<file path="src/rtl/mem_port_arbiter_if.sv">
// Bundle of the fetch requester, data requester and unified-memory signals.
// master = arbiter view; slave = the surrounding core/memory view.
interface mem_port_arbiter_if #(
  parameter int ADDR_W = 32,
  parameter int DATA_W = 32
);
  localparam int BE_W = DATA_W / 8;

  logic              if_req;
  logic [ADDR_W-1:0] if_addr;
  logic              if_ready;
  logic [DATA_W-1:0] if_rdata;

  logic              d_req;
  logic              d_we;
  logic [ADDR_W-1:0] d_addr;
  logic [DATA_W-1:0] d_wdata;
  logic [BE_W-1:0]   d_be;
  logic              d_ready;
  logic [DATA_W-1:0] d_rdata;

  logic              bus_err;

  logic              mem_req;
  logic              mem_we;
  logic [ADDR_W-1:0] mem_addr;
  logic [DATA_W-1:0] mem_wdata;
  logic [BE_W-1:0]   mem_be;
  logic              mem_ack;
  logic [DATA_W-1:0] mem_rdata;

  // Handshake: a requester holds req (and its fields) until a one-cycle ready
  // pulse; the arbiter holds mem_req and mem_* stable until mem_ack, whose
  // cycle also carries mem_rdata. bus_err qualifies the ready pulse.
  modport master (
    input  if_req, if_addr, d_req, d_we, d_addr, d_wdata, d_be, mem_ack, mem_rdata,
    output if_ready, if_rdata, d_ready, d_rdata, bus_err,
           mem_req, mem_we, mem_addr, mem_wdata, mem_be
  );

  modport slave (
    output if_req, if_addr, d_req, d_we, d_addr, d_wdata, d_be, mem_ack, mem_rdata,
    input  if_ready, if_rdata, d_ready, d_rdata, bus_err,
           mem_req, mem_we, mem_addr, mem_wdata, mem_be
  );
endinterface

</file>
<file path="src/rtl/mem_port_arbiter.sv">
// Shares one memory port between instruction fetch and data accesses, one
// transaction at a time, data-first with a fetch anti-starvation counter and a watchdog.
module mem_port_arbiter #(
  parameter int ADDR_W     = 32,
  parameter int DATA_W     = 32,
  parameter int STARVE_MAX = 3,
  parameter int TIMEOUT    = 64
) (
  input  logic       clk,
  input  logic       rst,
  mem_port_arbiter_if.master bus,
  output logic [1:0] dbg_state,
  output logic [3:0] dbg_starve_cnt
);
  localparam int BE_W = DATA_W / 8;
  localparam logic [3:0] STARVE_LIM = 4'(STARVE_MAX);
  localparam logic [7:0] WD_LAST    = 8'(TIMEOUT - 1);

  typedef enum logic [1:0] {IDLE = 2'd0, BUSY = 2'd1, RESP = 2'd2} state_t;

  state_t     state;
  logic       owner_d;
  logic [3:0] starve_cnt;
  logic [7:0] wd_cnt;
  logic       grant_data;

  always_comb begin
    grant_data = bus.d_req && !(bus.if_req && (starve_cnt == STARVE_LIM));
  end

  assign dbg_state      = state;
  assign dbg_starve_cnt = starve_cnt;

  always_ff @(posedge clk or posedge rst) begin
    if (rst) begin
      state        <= IDLE;
      owner_d      <= 1'b0;
      starve_cnt   <= '0;
      wd_cnt       <= '0;
      bus.if_ready <= 1'b0;
      bus.if_rdata <= '0;
      bus.d_ready  <= 1'b0;
      bus.d_rdata  <= '0;
      bus.bus_err  <= 1'b0;
      bus.mem_req  <= 1'b0;
      bus.mem_we   <= 1'b0;
      bus.mem_addr <= '0;
      bus.mem_wdata <= '0;
      bus.mem_be   <= '0;
    end else begin
      bus.if_ready <= 1'b0;
      bus.d_ready  <= 1'b0;
      bus.bus_err  <= 1'b0;
      case (state)
        IDLE: begin
          if (bus.if_req || bus.d_req) begin
            owner_d     <= grant_data;
            bus.mem_req <= 1'b1;
            wd_cnt      <= '0;
            state       <= BUSY;
            if (grant_data) begin
              bus.mem_we    <= bus.d_we;
              bus.mem_addr  <= bus.d_addr;
              bus.mem_wdata <= bus.d_wdata;
              bus.mem_be    <= bus.d_we ? bus.d_be : {BE_W{1'b1}};
              if (bus.if_req && (starve_cnt != STARVE_LIM))
                starve_cnt <= starve_cnt + 4'd1;
            end else begin
              bus.mem_we    <= 1'b0;
              bus.mem_addr  <= bus.if_addr;
              bus.mem_wdata <= '0;
              bus.mem_be    <= {BE_W{1'b1}};
              starve_cnt    <= '0;
            end
          end
        end
        BUSY: begin
          if (bus.mem_ack) begin
            bus.mem_req <= 1'b0;
            state       <= RESP;
            if (owner_d) begin
              bus.d_rdata <= bus.mem_rdata;
              bus.d_ready <= 1'b1;
            end else begin
              bus.if_rdata <= bus.mem_rdata;
              bus.if_ready <= 1'b1;
            end
          end else if (wd_cnt == WD_LAST) begin
            // Hung access: complete it with an error and zero data.
            bus.mem_req <= 1'b0;
            bus.bus_err <= 1'b1;
            state       <= RESP;
            if (owner_d) begin
              bus.d_rdata <= '0;
              bus.d_ready <= 1'b1;
            end else begin
              bus.if_rdata <= '0;
              bus.if_ready <= 1'b1;
            end
          end else begin
            wd_cnt <= wd_cnt + 8'd1;
          end
        end
        RESP:    state <= IDLE;
        default: state <= IDLE;
      endcase
    end
  end
endmodule

</file>
<file path="src/flat_wrapper.sv">
// flat-port wrapper written by rule: the top's interface ports become plain ports
module mem_port_arbiter_flat 
#(
  parameter int ADDR_W     = 32,
  parameter int DATA_W     = 32,
  parameter int STARVE_MAX = 3,
  parameter int TIMEOUT    = 64
)
  (clk, rst, dbg_state, dbg_starve_cnt, bus_if_req, bus_if_addr, bus_d_req, bus_d_we, bus_d_addr, bus_d_wdata, bus_d_be, bus_mem_ack, bus_mem_rdata, bus_if_ready, bus_if_rdata, bus_d_ready, bus_d_rdata, bus_bus_err, bus_mem_req, bus_mem_we, bus_mem_addr, bus_mem_wdata, bus_mem_be);
  mem_port_arbiter_if #(.ADDR_W(ADDR_W), .DATA_W(DATA_W)) bus_i ();
  input  logic clk;
  input  logic rst;
  output logic [1:0] dbg_state;
  output logic [3:0] dbg_starve_cnt;
  input wire logic [$bits(bus_i.if_req)-1:0] bus_if_req;
  input wire logic [$bits(bus_i.if_addr)-1:0] bus_if_addr;
  input wire logic [$bits(bus_i.d_req)-1:0] bus_d_req;
  input wire logic [$bits(bus_i.d_we)-1:0] bus_d_we;
  input wire logic [$bits(bus_i.d_addr)-1:0] bus_d_addr;
  input wire logic [$bits(bus_i.d_wdata)-1:0] bus_d_wdata;
  input wire logic [$bits(bus_i.d_be)-1:0] bus_d_be;
  input wire logic [$bits(bus_i.mem_ack)-1:0] bus_mem_ack;
  input wire logic [$bits(bus_i.mem_rdata)-1:0] bus_mem_rdata;
  output wire logic [$bits(bus_i.if_ready)-1:0] bus_if_ready;
  output wire logic [$bits(bus_i.if_rdata)-1:0] bus_if_rdata;
  output wire logic [$bits(bus_i.d_ready)-1:0] bus_d_ready;
  output wire logic [$bits(bus_i.d_rdata)-1:0] bus_d_rdata;
  output wire logic [$bits(bus_i.bus_err)-1:0] bus_bus_err;
  output wire logic [$bits(bus_i.mem_req)-1:0] bus_mem_req;
  output wire logic [$bits(bus_i.mem_we)-1:0] bus_mem_we;
  output wire logic [$bits(bus_i.mem_addr)-1:0] bus_mem_addr;
  output wire logic [$bits(bus_i.mem_wdata)-1:0] bus_mem_wdata;
  output wire logic [$bits(bus_i.mem_be)-1:0] bus_mem_be;
  assign bus_i.if_req = bus_if_req;
  assign bus_i.if_addr = bus_if_addr;
  assign bus_i.d_req = bus_d_req;
  assign bus_i.d_we = bus_d_we;
  assign bus_i.d_addr = bus_d_addr;
  assign bus_i.d_wdata = bus_d_wdata;
  assign bus_i.d_be = bus_d_be;
  assign bus_i.mem_ack = bus_mem_ack;
  assign bus_i.mem_rdata = bus_mem_rdata;
  assign bus_if_ready = bus_i.if_ready;
  assign bus_if_rdata = bus_i.if_rdata;
  assign bus_d_ready = bus_i.d_ready;
  assign bus_d_rdata = bus_i.d_rdata;
  assign bus_bus_err = bus_i.bus_err;
  assign bus_mem_req = bus_i.mem_req;
  assign bus_mem_we = bus_i.mem_we;
  assign bus_mem_addr = bus_i.mem_addr;
  assign bus_mem_wdata = bus_i.mem_wdata;
  assign bus_mem_be = bus_i.mem_be;
  mem_port_arbiter #(.ADDR_W(ADDR_W), .DATA_W(DATA_W), .STARVE_MAX(STARVE_MAX), .TIMEOUT(TIMEOUT)) u_core (.clk(clk), .rst(rst), .bus(bus_i), .dbg_state(dbg_state), .dbg_starve_cnt(dbg_starve_cnt));
endmodule
</file>
<file path="config.mk">
export PLATFORM = sky130hd
export DESIGN_NAME = mem_port_arbiter_flat
export DESIGN_NICKNAME = d
export VERILOG_FILES = /design/src/rtl/mem_port_arbiter_if.sv /design/src/rtl/mem_port_arbiter.sv /design/src/flat_wrapper.sv
export SDC_FILE = /design/constraint.sdc
export NUM_CORES = 1
export LEC_CHECK = 0
export ABC_AREA = 1
export CORE_ASPECT_RATIO = 0.75
export CORE_MARGIN = 8
export CORE_UTILIZATION = 40
export CTS_BUF_LIST = sky130_fd_sc_hd__clkbuf_2
export CTS_CLUSTER_DIAMETER = 150
export DETAILED_ROUTE_END_ITERATION = 8
export GPL_ROUTABILITY_DRIVEN = 0
export PLACE_DENSITY_LB_ADDON = 0.08
export SETUP_SLACK_MARGIN = 0.02
export SYNTH_ARGS = -nofsm -noshare
export SYNTH_HDL_FRONTEND = slang
export SYNTH_SLANG_ARGS = --single-unit
</file>
<file path="constraint.sdc">
create_clock -name clk -period 11.33 [get_ports clk]
set_clock_uncertainty 0.2 [all_clocks]
set_input_delay 2.266 -clock clk [delete_from_list [all_inputs] [get_ports clk]]
set_output_delay 2.266 -clock clk [all_outputs]
set_load 0.03 [all_outputs]
</file>
==> reports/results.ini <==
[drt]
detailedRoute.firstPassIterationCount=5
drt_iter0_markers=495
drc=0
postRouteWirelength_mm=21.3
routedWlPerCell_um=16.4
via_per_inst=4.80
antenna_left=0
routed-via-count=6210

[clocking]
cts_tree=built
postCtsSetupRepairBufs=0
cts.reportedPaths.clkPinSlew_ps=240
clock_net_sink_count=152
cts_inserted_buffers=17
ctsRootBufferMaster=clkbuf_2
postCtsResizedCells=0
clock_insertion_delay_worst_skew_ps=680
clockBufferDepth=2
number_of_levels_the_h_tree_was_split_into=4
cts_hold_repair_buffers=0

[worst_setup_path]
timing.critical_path.from_type=flip-flop
cp_bufs_invs=1
worst-setup-path-type=reg -> out
cp_cell_instances=clkdlybuf4s50_1
timing.critical_path.slowest_stage_cell=clkdlybuf4s50_1
critPathRequiredTime_ps=8860
cpLargestDelayFamily=buffers and inverters
slowest_delay_ps=730
path_max_fanout=2
crit_path_capture_type=primary output
timing.critical_path.arrival_ps=1850

[worst_hold_path]
min-delay-path-class=reg -> reg

[timing]
final-setup-viol-count=0
min_period_ps=4310
min_period_over_period_pct=38.1
grt_setup_unrepaired=no
clock.fmax_mhz=232
final.hold.worst_slack_ps=299
maxSlewViolCount=0
slew-limit-headroom_pct=40.9
finalHoldViolCount=0
worstMarginPinSlew_ps=886
setup_total_negative_slack_ps=0

[power]
powerDensity_nw_per_um2=280
max-vdd-ir-drop_uv=130
power.leakage_nw=4.80

[synth]
part_of_the_yosys_area_used_for_sequential_elements_pct=56.1
synthesis_warning_total=0
ys_types=25
syn_avg_cell_area_um2=8.36
synth.net_count=951
post_synthesis_instance_area_um2=6780
synthesized_instance_count=811
synth_seq_cells=152

[global_route]
grt_start_max_net_pins=94
grt_pass1_wl_mm=33.9
grt_pass1_vias=6117
sum_of_overflow_across_all_layers_after_global_routing=0
antenna_found_initial=1
globalRouteTotalUtil_pct=19.8

[final_layout]
flow.area_growth_from_synthesis_pct=45.7
finish.cell_count_without_fillers=1295
nFillCells=1549
drive_gt1_share_pct=5.19
number_of_nets_in_the_finished_design=1206
footprint_of_the_multi_input_gates_um2=2470
register_area_um2=3800

[die]
initial_core_util_pct=40.5
die_x_um=166
core_um2=16700
die_area_um2=21400
design.portCount=281
fp-row-count=41
dieHeight_um=129

[placed_design]
place.port_buffers=280
placed_cell_count=1262
place_hpwl_mm=14.7

[run_status]
outcome=finished clean

[job]
max-cap-violations=0

## metal layers
| layer | up-vias | routed length [um] | GRT usage, % |
|---|---|---|---|
| met5 | - | 0 | 0 |
| met4 | 0 | 444 | 5.55 |
| met3 | 27 | 1860 | 8.72 |
| met2 | 205 | 9520 | 29.7 |
| met1 | 2882 | 9440 | 25.6 |
| li1 | 3096 | - | - |
## where the power goes
part           total [mW]  switching (mW)  internal, mW
Clock               0.332           0.208         0.123
Combinational        1.52           0.959         0.566
Sequential          0.907           0.134         0.773
Total                2.76            1.30          1.46
## cells by family (layout without fill, tap and decap cells)
family          count (synthesis)  in the layout  synth area share [%]
other cells                     0              1                     0
simple gates                  504            504                  32.3
buf+inv                       107            375                  7.48
xor+xnor                        3              3                 0.388
flops                         152            152                  56.1
fa+ha+maj                       2              2                 0.369
compound gates                 43             43                  3.34
## synth_stat cells, drive strengths merged
library cell | number | area, um^2
inv | 55 | 206
xnor2 | 1 | 8.76
nor2 | 49 | 196
nor3b | 1 | 7.51
dfrtp | 152 | 3800
xor2 | 2 | 17.5
o21ai | 43 | 226
ha | 2 | 25.0
clkbuf | 12 | 45.0
nor3 | 2 | 10.0
buf | 40 | 255
nand3b | 1 | 7.51
nand2 | 338 | 1280
nand3 | 48 | 278
nand4 | 65 | 407
## placed cells by master, fill, tap and decap left out
cell type and n:
nand4_1 65, o21ai_0 36, clkinvlp_4 5, bufinv_16 3, dfrtp_1 152, clkdlybuf4s50_1 279, nor2_2 2, diode_2 1
xor2_1 2, inv_1 51, nand3_1 45, nor2_1 46, xnor2_1 1, inv_6 4, inv_2 3, nand2_1 333
buf_4 8, nor3_1 2, nand2_4 1, nand3b_1 1, nand3_4 3, clkbuf_2 17, buf_2 1, o21ai_4 1
nor3b_1 1, ha_1 2, clkinv_2 2, clkinv_1 1, clkinv_4 1, nor2_4 1, o21ai_1 6, nand2_2 4
## final timing paths
check	to	cells after the start	startpoint	slack, ps
worst max-delay path	bus_mem_wdata[20]	1	u_core.bus.mem_wdata[20]	7020
worst max register to register	u_core.bus.mem_addr[13]	7	u_core.dbg_state[0]	8740
worst min register to register	u_core.bus.d_rdata[1]	2	u_core.bus.d_rdata[1]	300
min in group asynchronous	u_core.bus.d_rdata[24]	2	rst	1870
worst min-delay path	u_core.bus.d_rdata[1]	2	u_core.bus.d_rdata[1]	300
max in group asynchronous	u_core.bus.d_rdata[4]	3	rst	7700
## flip-flops by register name (all words and copies together), names as in the netlist, 2 cells and up
signal / count
u_core.dbg_state: 2
u_core.bus.mem_be: 4
u_core.bus.mem_addr: 32
u_core.wd_cnt: 8
u_core.bus.if_rdata: 32
u_core.bus.mem_wdata: 32
u_core.bus.d_rdata: 32
u_core.dbg_starve_cnt: 4
## stage by stage
stage / total power, mW / setup WS (ps) / util (%) / cell area, um^2
global route: 2.94 / 6870 / 59.1 / 9880
floorplan: 1.80 / 4770 / - / 6780
detailed placement: 2.46 / 6370 / 57.5 / 9610
global placement: 2.45 / 6410 / 57.5 / 9610
CTS: 2.80 / 6920 / 59.0 / 9870
finish: 2.76 / 7020 / 59.1 / 9880
## cell type report
| cell class | instances | area share [%] |
|---|---|---|
| timing repair buffer | 288 | 28.9 |
| sequential | 152 | 38.5 |
| multi-input combinational | 552 | 25.0 |
| tap | 215 | 2.72 |
| clock inverter | 15 | 1.79 |
| inverter | 55 | 2.14 |
| antenna | 1 | 0.0253 |
| clock buffer | 17 | 0.862 |
Note: power is estimated with default switching activity, not from simulation.
